`src/rtl/axi_handshake_monitor_if.sv`:
```
// VALID/READY/payload bundle for the channels watched by axi_handshake_monitor.
// The master side drives the bus and the slave side (the monitor) only observes it.
interface axi_handshake_monitor_if #(
    parameter int NUM_CH    = 5,
    parameter int PAYLOAD_W = 64
);
    logic [NUM_CH-1:0]           valid;
    logic [NUM_CH-1:0]           ready;
    logic [NUM_CH*PAYLOAD_W-1:0] payload;

    modport master (output valid, ready, payload);
    modport slave  (input  valid, ready, payload);
endinterface

```
`src/rtl/axi_handshake_monitor.sv`:
```
// Passive VALID/READY protocol monitor. It flags VALID drops, unstable payloads and
// stall timeouts, captures the first error and keeps a handshake count per channel.
//
// state  | meaning
// S_IDLE | no transfer outstanding on the channel
// S_WAIT | VALID seen without READY; payload captured, stall being timed
module axi_handshake_monitor #(
    parameter int NUM_CH    = 5,
    parameter int PAYLOAD_W = 64,
    parameter int TIMEOUT   = 16,
    parameter int CNT_W     = 16,
    parameter int CH_IDX_W  = (NUM_CH > 1) ? $clog2(NUM_CH) : 1
) (
    input  logic                      clk,
    input  logic                      rst,
    axi_handshake_monitor_if.slave    bus,
    input  logic [NUM_CH-1:0]         chk_en,
    input  logic                      clr,
    output logic [NUM_CH-1:0]         err_valid_drop,
    output logic [NUM_CH-1:0]         err_unstable,
    output logic [NUM_CH-1:0]         err_timeout,
    output logic [NUM_CH*CNT_W-1:0]   hs_count,
    output logic                      first_err_vld,
    output logic [CH_IDX_W-1:0]       first_err_ch,
    output logic [1:0]                first_err_code,
    output logic                      irq
);

    localparam int WCNT_W = (TIMEOUT > 0) ? $clog2(TIMEOUT + 1) : 1;
    // With the check disabled the wait counter just saturates at its maximum.
    localparam logic [WCNT_W-1:0] WAIT_SAT  = (TIMEOUT > 0) ? WCNT_W'(TIMEOUT) : {WCNT_W{1'b1}};
    localparam logic [WCNT_W-1:0] WAIT_FIRE = (TIMEOUT > 0) ? WCNT_W'(TIMEOUT - 1) : '0;

    localparam logic [1:0] CODE_DROP = 2'd1;
    localparam logic [1:0] CODE_UNST = 2'd2;
    localparam logic [1:0] CODE_TO   = 2'd3;

    typedef enum logic {S_IDLE, S_WAIT} state_t;

    state_t                 st_q   [NUM_CH];
    state_t                 st_d   [NUM_CH];
    logic [WCNT_W-1:0]      wcnt_q [NUM_CH];
    logic [WCNT_W-1:0]      wcnt_d [NUM_CH];
    logic [PAYLOAD_W-1:0]   cap_q  [NUM_CH];
    logic [PAYLOAD_W-1:0]   cap_d  [NUM_CH];
    logic [PAYLOAD_W-1:0]   pl_ch  [NUM_CH];

    logic [NUM_CH-1:0]      hs_ev;
    logic [NUM_CH-1:0]      set_drop;
    logic [NUM_CH-1:0]      set_unst;
    logic [NUM_CH-1:0]      set_to;

    logic [NUM_CH-1:0]      drop_d;
    logic [NUM_CH-1:0]      unst_d;
    logic [NUM_CH-1:0]      to_d;
    logic [NUM_CH*CNT_W-1:0] hs_count_d;
    logic                   fe_vld_d;
    logic [CH_IDX_W-1:0]    fe_ch_d;
    logic [1:0]             fe_code_d;
    logic                   irq_d;

    always_comb begin
        for (int i = 0; i < NUM_CH; i++) begin
            pl_ch[i] = bus.payload[i*PAYLOAD_W +: PAYLOAD_W];
        end
    end

    always_ff @(posedge clk or negedge rst) begin
        if (!rst) begin
            for (int i = 0; i < NUM_CH; i++) begin
                st_q[i]   <= S_IDLE;
                wcnt_q[i] <= '0;
                cap_q[i]  <= '0;
            end
        end else begin
            for (int i = 0; i < NUM_CH; i++) begin
                st_q[i]   <= st_d[i];
                wcnt_q[i] <= wcnt_d[i];
                cap_q[i]  <= cap_d[i];
            end
        end
    end

    always_comb begin
        hs_ev    = '0;
        set_drop = '0;
        set_unst = '0;
        set_to   = '0;
        for (int i = 0; i < NUM_CH; i++) begin
            st_d[i]   = st_q[i];
            wcnt_d[i] = wcnt_q[i];
            cap_d[i]  = cap_q[i];
            if (!chk_en[i]) begin
                st_d[i]   = S_IDLE;
                wcnt_d[i] = '0;
            end else begin
                case (st_q[i])
                    S_IDLE: begin
                        if (bus.valid[i] && bus.ready[i]) begin
                            hs_ev[i] = 1'b1;
                        end else if (bus.valid[i]) begin
                            cap_d[i]  = pl_ch[i];
                            wcnt_d[i] = WCNT_W'(1);
                            st_d[i]   = S_WAIT;
                            set_to[i] = (TIMEOUT == 1);
                        end
                    end
                    S_WAIT: begin
                        if (!bus.valid[i]) begin
                            set_drop[i] = 1'b1;
                            wcnt_d[i]   = '0;
                            st_d[i]     = S_IDLE;
                        end else begin
                            set_unst[i] = (pl_ch[i] != cap_q[i]);
                            if (bus.ready[i]) begin
                                hs_ev[i]  = 1'b1;
                                wcnt_d[i] = '0;
                                st_d[i]   = S_IDLE;
                            end else if (wcnt_q[i] != WAIT_SAT) begin
                                wcnt_d[i] = wcnt_q[i] + WCNT_W'(1);
                                set_to[i] = (TIMEOUT > 0) && (wcnt_q[i] == WAIT_FIRE);
                            end
                        end
                    end
                    default: begin
                        st_d[i]   = S_IDLE;
                        wcnt_d[i] = '0;
                    end
                endcase
            end
        end
    end

    // clr and a same-edge violation combine: the clear applies first, the new event on top.
    always_comb begin
        drop_d     = (clr ? '0 : err_valid_drop) | set_drop;
        unst_d     = (clr ? '0 : err_unstable)   | set_unst;
        to_d       = (clr ? '0 : err_timeout)    | set_to;
        hs_count_d = clr ? '0 : hs_count;
        for (int i = 0; i < NUM_CH; i++) begin
            if (hs_ev[i] && (hs_count_d[i*CNT_W +: CNT_W] != {CNT_W{1'b1}})) begin
                hs_count_d[i*CNT_W +: CNT_W] = hs_count_d[i*CNT_W +: CNT_W] + CNT_W'(1);
            end
        end

        fe_vld_d  = first_err_vld & ~clr;
        fe_ch_d   = clr ? '0 : first_err_ch;
        fe_code_d = clr ? '0 : first_err_code;
        if (!fe_vld_d && (|{set_drop, set_unst, set_to})) begin
            fe_vld_d = 1'b1;
            // Descending scan so the lowest channel index is the final assignment.
            for (int i = NUM_CH - 1; i >= 0; i--) begin
                if (set_drop[i] || set_unst[i] || set_to[i]) begin
                    fe_ch_d = CH_IDX_W'(i);
                    if (set_drop[i]) begin
                        fe_code_d = CODE_DROP;
                    end else if (set_unst[i]) begin
                        fe_code_d = CODE_UNST;
                    end else begin
                        fe_code_d = CODE_TO;
                    end
                end
            end
        end

        irq_d = (|drop_d) | (|unst_d) | (|to_d);
    end

    always_ff @(posedge clk or negedge rst) begin
        if (!rst) begin
            err_valid_drop <= '0;
            err_unstable   <= '0;
            err_timeout    <= '0;
            hs_count       <= '0;
            first_err_vld  <= 1'b0;
            first_err_ch   <= '0;
            first_err_code <= '0;
            irq            <= 1'b0;
        end else begin
            err_valid_drop <= drop_d;
            err_unstable   <= unst_d;
            err_timeout    <= to_d;
            hs_count       <= hs_count_d;
            first_err_vld  <= fe_vld_d;
            first_err_ch   <= fe_ch_d;
            first_err_code <= fe_code_d;
            irq            <= irq_d;
        end
    end

endmodule

```
`src/flat_wrapper.sv`:
```
// flat-port wrapper written by rule: the top's interface ports become plain ports
module axi_handshake_monitor_flat 
#(
    parameter int NUM_CH    = 5,
    parameter int PAYLOAD_W = 64,
    parameter int TIMEOUT   = 16,
    parameter int CNT_W     = 16,
    parameter int CH_IDX_W  = (NUM_CH > 1) ? $clog2(NUM_CH) : 1
)
  (clk, rst, chk_en, clr, err_valid_drop, err_unstable, err_timeout, hs_count, first_err_vld, first_err_ch, first_err_code, irq, bus_valid, bus_ready, bus_payload);
  axi_handshake_monitor_if #(.NUM_CH(NUM_CH), .PAYLOAD_W(PAYLOAD_W)) bus_i ();
  input  logic clk;
  input  logic rst;
  input  logic [NUM_CH-1:0] chk_en;
  input  logic clr;
  output logic [NUM_CH-1:0] err_valid_drop;
  output logic [NUM_CH-1:0] err_unstable;
  output logic [NUM_CH-1:0] err_timeout;
  output logic [NUM_CH*CNT_W-1:0] hs_count;
  output logic first_err_vld;
  output logic [CH_IDX_W-1:0] first_err_ch;
  output logic [1:0] first_err_code;
  output logic irq;
  input wire logic [$bits(bus_i.valid)-1:0] bus_valid;
  input wire logic [$bits(bus_i.ready)-1:0] bus_ready;
  input wire logic [$bits(bus_i.payload)-1:0] bus_payload;
  assign bus_i.valid = bus_valid;
  assign bus_i.ready = bus_ready;
  assign bus_i.payload = bus_payload;
  axi_handshake_monitor #(.NUM_CH(NUM_CH), .PAYLOAD_W(PAYLOAD_W), .TIMEOUT(TIMEOUT), .CNT_W(CNT_W), .CH_IDX_W(CH_IDX_W)) u_core (.clk(clk), .rst(rst), .bus(bus_i), .chk_en(chk_en), .clr(clr), .err_valid_drop(err_valid_drop), .err_unstable(err_unstable), .err_timeout(err_timeout), .hs_count(hs_count), .first_err_vld(first_err_vld), .first_err_ch(first_err_ch), .first_err_code(first_err_code), .irq(irq));
endmodule
```
`config.mk`:
```
export PLATFORM = sky130hd
export DESIGN_NAME = axi_handshake_monitor_flat
export DESIGN_NICKNAME = d
export VERILOG_FILES = /design/src/rtl/axi_handshake_monitor_if.sv /design/src/rtl/axi_handshake_monitor.sv /design/src/flat_wrapper.sv
export SDC_FILE = /design/constraint.sdc
export NUM_CORES = 1
export LEC_CHECK = 0
export ABC_AREA = 1
export CAP_MARGIN = 5
export CELL_PAD_IN_SITES_DETAIL_PLACEMENT = 0
export CELL_PAD_IN_SITES_GLOBAL_PLACEMENT = 2
export CORE_MARGIN = 8
export CORE_UTILIZATION = 30
export DETAILED_ROUTE_END_ITERATION = 10
export PLACE_DENSITY_LB_ADDON = 0.12
export SYNTH_ARGS = -nofsm -noshare
export SYNTH_HDL_FRONTEND = slang
export SYNTH_SLANG_ARGS = --single-unit
export TNS_END_PERCENT = 5
```
`constraint.sdc`:
```
create_clock -name clk -period 2.4 [get_ports clk]
set_input_delay 0.48 -clock clk [delete_from_list [all_inputs] [get_ports clk]]
set_output_delay 0.48 -clock clk [all_outputs]
set_load 0.05 [all_outputs]
```
==> qor.yml, run 1 <==
rrSetupSlack_ns: 0.25
grt_max_degree: 67
crit_arrival_ns: 1.85
slew_headroom_pct: 55.85
clock_path_buffers: 3
area_growth_pct: 36.83
critical-path-top-delay-family: "buffers and inverters"
fmax_mhz: 429.9
cp_max_fo: 4
slowest_delay_ns: 0.83
critPathBufInv: 1
grt_pass1_wl_um: 118600
cpMaxStageDelayCell: "clkdlybuf4s50_1"
die-height_um: 303.2
r2r-start: "u_core.cap_q[18]"
layout_commonest_cell: "nand2_1"
nets: 4263
cp_cell_sequence: "clkdlybuf4s50_1"
clock-sinks: 452
reg2reg_depth: 18
drive_gt1_share_pct: 11.66
wl_um: 75600
ys_seq_area_share_pct: 45.71
stdcell_area_um2: 33860
synth_area_per_cell_um2: 7.547
outcome: "finished, final reports clean"
mostFrequentLayoutCells: "1070 x nand2_1, 562 x inv_1, 452 x dfrtp_1"
hold_end: "u_core.hs_count[4]"
synth_seq_cells: 452
die_area_um2: 91930
cts.clk_slew.worst_paths_ns: 0.06
synth_area_um2: 24740
min_from: "clr"
worst_pin_slew_ns: 0.6649
die_w_um: 303.2
post_cts_buffers: 0
synth-async-reset-ratio_pct: 100.0
dpl.hpwl_um: 59100
cts_buffers: 58
synth_edf_count: 0
hold_path_depth: 3
hp-class: "in2reg"
clk_latency_ns: 0.62
cts_tree: "built"
overflow: 0
design.core.area_um2: 81850
rows: 105
synthDistinctLibCells: 36
dpl_worst_slack_ns: -0.5778
io-pin-count: 440
finalSetupViolCount: 0
power_density_nw_per_um2: 661.5
vias: 21516
numPortBuffers: 439
yosys.area.top_type: "dfrtp_1"
timing.final.crit_share_pct: 96.92
end_kind: "primary output"
worst_ep_required_time_ns: 1.92
drv_slew: 0
drtIter0Drc: 967
finalCriticalPeriod_ns: 2.326
setup_ws_ns: 0.07389
start_util_pct: 30.23
place_area_um2: 31860
synth_top_area_share_pct: 45.71
drv.max_cap_violation_count: 0
syn-instance-count: 3279
ys.flop_type: "dfrtp_1"
synth_nets: 3637
viasPerCell: 4.272
setup.worst_path.start_class: "flop"
drt-wirelength-per-cell_um: 15.01
yosys_warnings: 0
peakVddDrop_v: 0.0005157
gp_congestion: 0.8137
antenna_found_initial: 21
grt_usage_pct: 16.23
postLayoutCoreUtil_pct: 41.37
netlist_top_cells_area: "dfrtp_1 46%, nand2_1 16%, inv_1 8.5%"
drcViolationCount: 0
skew_ns: 0.02355
clockRootBuffer: "clkbuf_16"
dr.pass1.iters: 5
grt_pass1_vias: 21981
rr_endpoint: "u_core.first_err_code[0]"
cts.htree.levels: 2
p_leak_uw: 0.01714
hold_viol: 0
rsz0062_at_grt: "yes"
crit_type: "reg2out"
ant_nets: 0
-- Yosys cell counts, types with 3 or more instances --
cell and instances:
nand4_1 23, nor2_1 362, buf_1 6, clkbuf_1 48, buf_2 5, a21oi_1 28, nor4_1 9, nand3_1 51
inv_1 562, nor2_4 4, inv_2 4, xor2_1 185, xnor2_1 13, o21ai_0 228, nor3_1 38, nor2_2 6
nand2_1 1082, ha_1 20, nand3_4 3, o22ai_1 4, dfrtp_1 452, mux2_2 124
-- repair_timing --
item | 4_1_cts | 5_1_grt
endpoints found under the setup margin | 29 | 12
hold endpoints to repair | 38 | 0
hold buffers | 1 | 0
pin swaps | 0 | 0
resized for setup | 29 | 19
-- sequential cells by signal, summed over array words and instances, names as in the netlist --
| signal | count |
|---|---|
| u_core.wcnt_q | 25 |
| u_core.irq | 1 |
| u_core.first_err_code | 2 |
| u_core.st_q | 5 |
| u_core.first_err_vld | 1 |
| u_core.err_timeout | 5 |
| u_core.cap_q | 320 |
| u_core.first_err_ch | 3 |
| u_core.err_unstable | 5 |
| u_core.hs_count | 80 |
| u_core.err_valid_drop | 5 |
-- area by class of cell --
type                       instances  area (µm²)
fill                            8217       47990
sequential                       452       11310
multi-input combinational       2198       11110
timing repair buffer             629        6002
inverter                         566        2125
clock buffer                      95        1800
tap                             1070        1339
clock inverter                    14       138.9
antenna                           12       30.03
-- how the worst max path moves through the flow --
stage | startpoint | to | slack (ns) | depth (start not counted)
floorplan | clr | u_core.hs_count[13] | 0.003 | 17
global placement | bus_payload[23] | u_core.first_err_ch[2] | -0.51 | 18
detailed placement | bus_payload[23] | u_core.first_err_ch[0] | -0.58 | 17
CTS | u_core.hs_count[9] | hs_count[9] | 0.002 | 1
global route | u_core.hs_count[25] | hs_count[25] | 0.002 | 1
finish | u_core.hs_count[35] | hs_count[35] | 0.07 | 1
-- metal layers --
layer / vias up / global-route usage (%) / share of wire [%]
met3: 124 / 4.643 / 6.3
met5: - / 0 / 0.16
met1: 9782 / 19.20 / 42
met4: 18 / 5.428 / 3.1
met2: 376 / 28.12 / 48
li1: 11216 / - / -
-- where the power goes --
part / switching [µW] / total, µW / internal (µW)
clock network: 3530 / 8830 / 5300
logic: 2070 / 4120 / 2050
registers: 748 / 9450 / 8700
total: 6350 / 22400 / 16000
-- stage by stage --
stage | hold WS, ns | cells | power, µW | TNS [ns]
floorplan | 0.1844 | 3279 | 12000 | 0
global placement | 0.4785 | 4914 | 13600 | -4.422
detailed placement | 0.4803 | 4914 | 13760 | -3.771
CTS | 0.3144 | 5024 | 22900 | 0
global route | 0.3614 | 5029 | 23880 | 0
finish | 0.3560 | 5036 | 22400 | 0
-- cells by family after synthesis --
logic type      after synthesis  share of synthesized area (%)
fa+ha+maj                    20                          1.011
buf+inv                     629                          9.658
xor+xnor                    198                          7.008
flops                       452                          45.71
compound gates              268                          5.501
simple gates               1588                          25.47
mux                         124                          5.643
No activity file was read; power rests on OpenSTA's default activity.
==> run 2: changes to the inputs <==
Settings changed: CORE_MARGIN 8 to 2, CTS_CLUSTER_DIAMETER set to 100.
==> qor.yml, run 2 (same netlist as run 1, synthesis figures left out) <==
outcome: "finished, final reports clean"
layout_commonest_cell: "nand2_1"
p_leak_uw: 0.01690
cts_tree: "built"
die_area_um2: 84800
slew_headroom_pct: 55.31
nFillCells: 8253
clock-sinks: 452
finalSetupViolCount: 0
swShare_pct: 28.55
grt_pass1_wl_um: 116200
cp_max_fo: 2
vias: 21288
pwr-share-comb_pct: 18.6
grt_usage_pct: 17.28
cts.clk_slew.worst_paths_ns: 0.06
grt_pass1_vias: 21230
post_cts_buffers: 0
worst_ep_required_time_ns: 1.92
crit_arrival_ns: 1.87
antenna_found_initial: 20
setup.worst_path.start_class: "flop"
design.core.area_um2: 81850
hp-class: "in2reg"
drtIter0Drc: 898
nets: 4238
die_w_um: 291.2
skew_ns: 0.02591
overflow: 0
critPathBufInv: 1
slowest_delay_ns: 0.90
die-height_um: 291.2
clock_path_buffers: 3
end_kind: "primary output"
drv.max_cap_violation_count: 0
io-pin-count: 440
fmax_mhz: 426.0
reg_top3: "u_core.cap_q: 320 flops, u_core.hs_count: 80 flops, u_core.wcnt_q: 25 flops"
cpMaxStageDelayCell: "clkdlybuf4s50_1"
p_sw_uw: 6257
setup_ws_ns: 0.05247
cts_buffers: 58
registers.top_by_ff_count: "u_core.cap_q"
crit_type: "reg2out"
dpl_worst_slack_ns: -0.6273
power_density_nw_per_um2: 654.6
start_util_pct: 30.23
clockRootBuffer: "clkbuf_16"
top_layer_used: "met5"
stdcell_count: 4992
drv_slew: 0
p_int_uw: 15660
mostFrequentLayoutCells: "1072 x nand2_1, 562 x inv_1, 452 x dfrtp_1"
dpl.hpwl_um: 56300
wl_um: 73210
hold_viol: 0
rsz0062_at_grt: "no"
wl_met1_um: 31650
numPortBuffers: 439
wl_met3_um: 4630
drcViolationCount: 0
timing.final.crit_share_pct: 97.81
viasPerCell: 4.264
drive_gt1_share_pct: 10.72
cts.htree.levels: 2
p_seq_share_pct: 43.1
cp_cell_sequence: "clkdlybuf4s50_1"
dr.pass1.iters: 4
placed_cells: 4889
gp_congestion: 0.8218
finalCriticalPeriod_ns: 2.348
peakVddDrop_v: 0.0005138
total_power_uw: 21920
grt_max_degree: 74
wl_met2_um: 34780
area_growth_pct: 35.32
drt-wirelength-per-cell_um: 14.66
clk_latency_ns: 0.62
critical-path-top-delay-family: "buffers and inverters"
worst_pin_slew_ns: 0.6731
ant_nets: 0
power_frac_clock_pct: 38.3
largest_reg_flops: 320
rows: 105
run 2: worst paths after layout:
kind	from	endpoint	slack, ns	cells past startpoint
min in group asynchronous	rst	u_core.cap_q[79]	0.40	2
max in group asynchronous	rst	u_core.cap_q[263]	1.10	3
worst max-delay path	u_core.hs_count[11]	hs_count[11]	0.05	1
worst min-delay path	bus_payload[237]	u_core.cap_q[109]	0.27	3
worst max register to register	u_core.wcnt_q[10]	u_core.first_err_ch[2]	0.27	14
worst min register to register	u_core.wcnt_q[22]	u_core.wcnt_q[22]	0.49	1
run 2: worst reg2reg max path, stage by stage (launching register included):
cell	delay [ns]
dfrtp_1	0.41
ha_1	0.23
nand2_1	0.07
nor2_1	0.04
ha_1	0.17
nand3_1	0.18
buf_4	0.14
inv_1	0.04
nor2_1	0.13
inv_1	0.09
a21oi_2	0.15
nand3_1	0.09
nor2_1	0.15
nand3_1	0.09
o21ai_1	0.09
run 2: power groups by stage:
stage               clock [µW]  sequential (µW)  combinational [µW]
detailed placement           0             9560                4150
CTS                       8800             9430                4170
global route              9090             9590                4730
finish                    8400             9440                4080
global placement             0             9490                4050
floorplan                    0             9520                2470
run 2: layer usage:
layer	up-vias	track usage [%]
li1	11119	-
met1	9663	21.24
met2	339	29.29
met3	135	4.948
met5	-	0
met4	32	5.080
run 2: what timing repair did:
item                                    CTS  global route
hold endpoints to repair                 27             0
pin swaps                                 0             0
gates cloned                              0             0
hold buffers                              1             0
gates resized for setup                  32            12
endpoints found under the setup margin   32             8
run 2: through the flow:
step	TNS, ns	utilization, %	cell area, µm²	hold slack, ns
finish	0	40.91	33480	0.2650
global route	0	40.91	33480	0.3082
CTS	0	40.86	33440	0.3699
detailed placement	-3.978	38.70	31670	0.4455
global placement	-3.859	38.70	31670	0.4498
floorplan	0	-	24760	0.1844
run 2: area by class of cell:
type                            instances  area, µm²  share of cell area [%]
Timing Repair Buffer                  604       5806                   17.34
Clock buffer                           82       1693                   5.056
Antenna cell                            5      12.51                 0.03737
Inverter                              566       2125                   6.345
Tap cell                             1070       1339                   3.998
Sequential cell                       452      11310                   33.78
Multi-Input combinational cell       2198      11090                   33.13
Clock inverter                         15      106.4                  0.3176
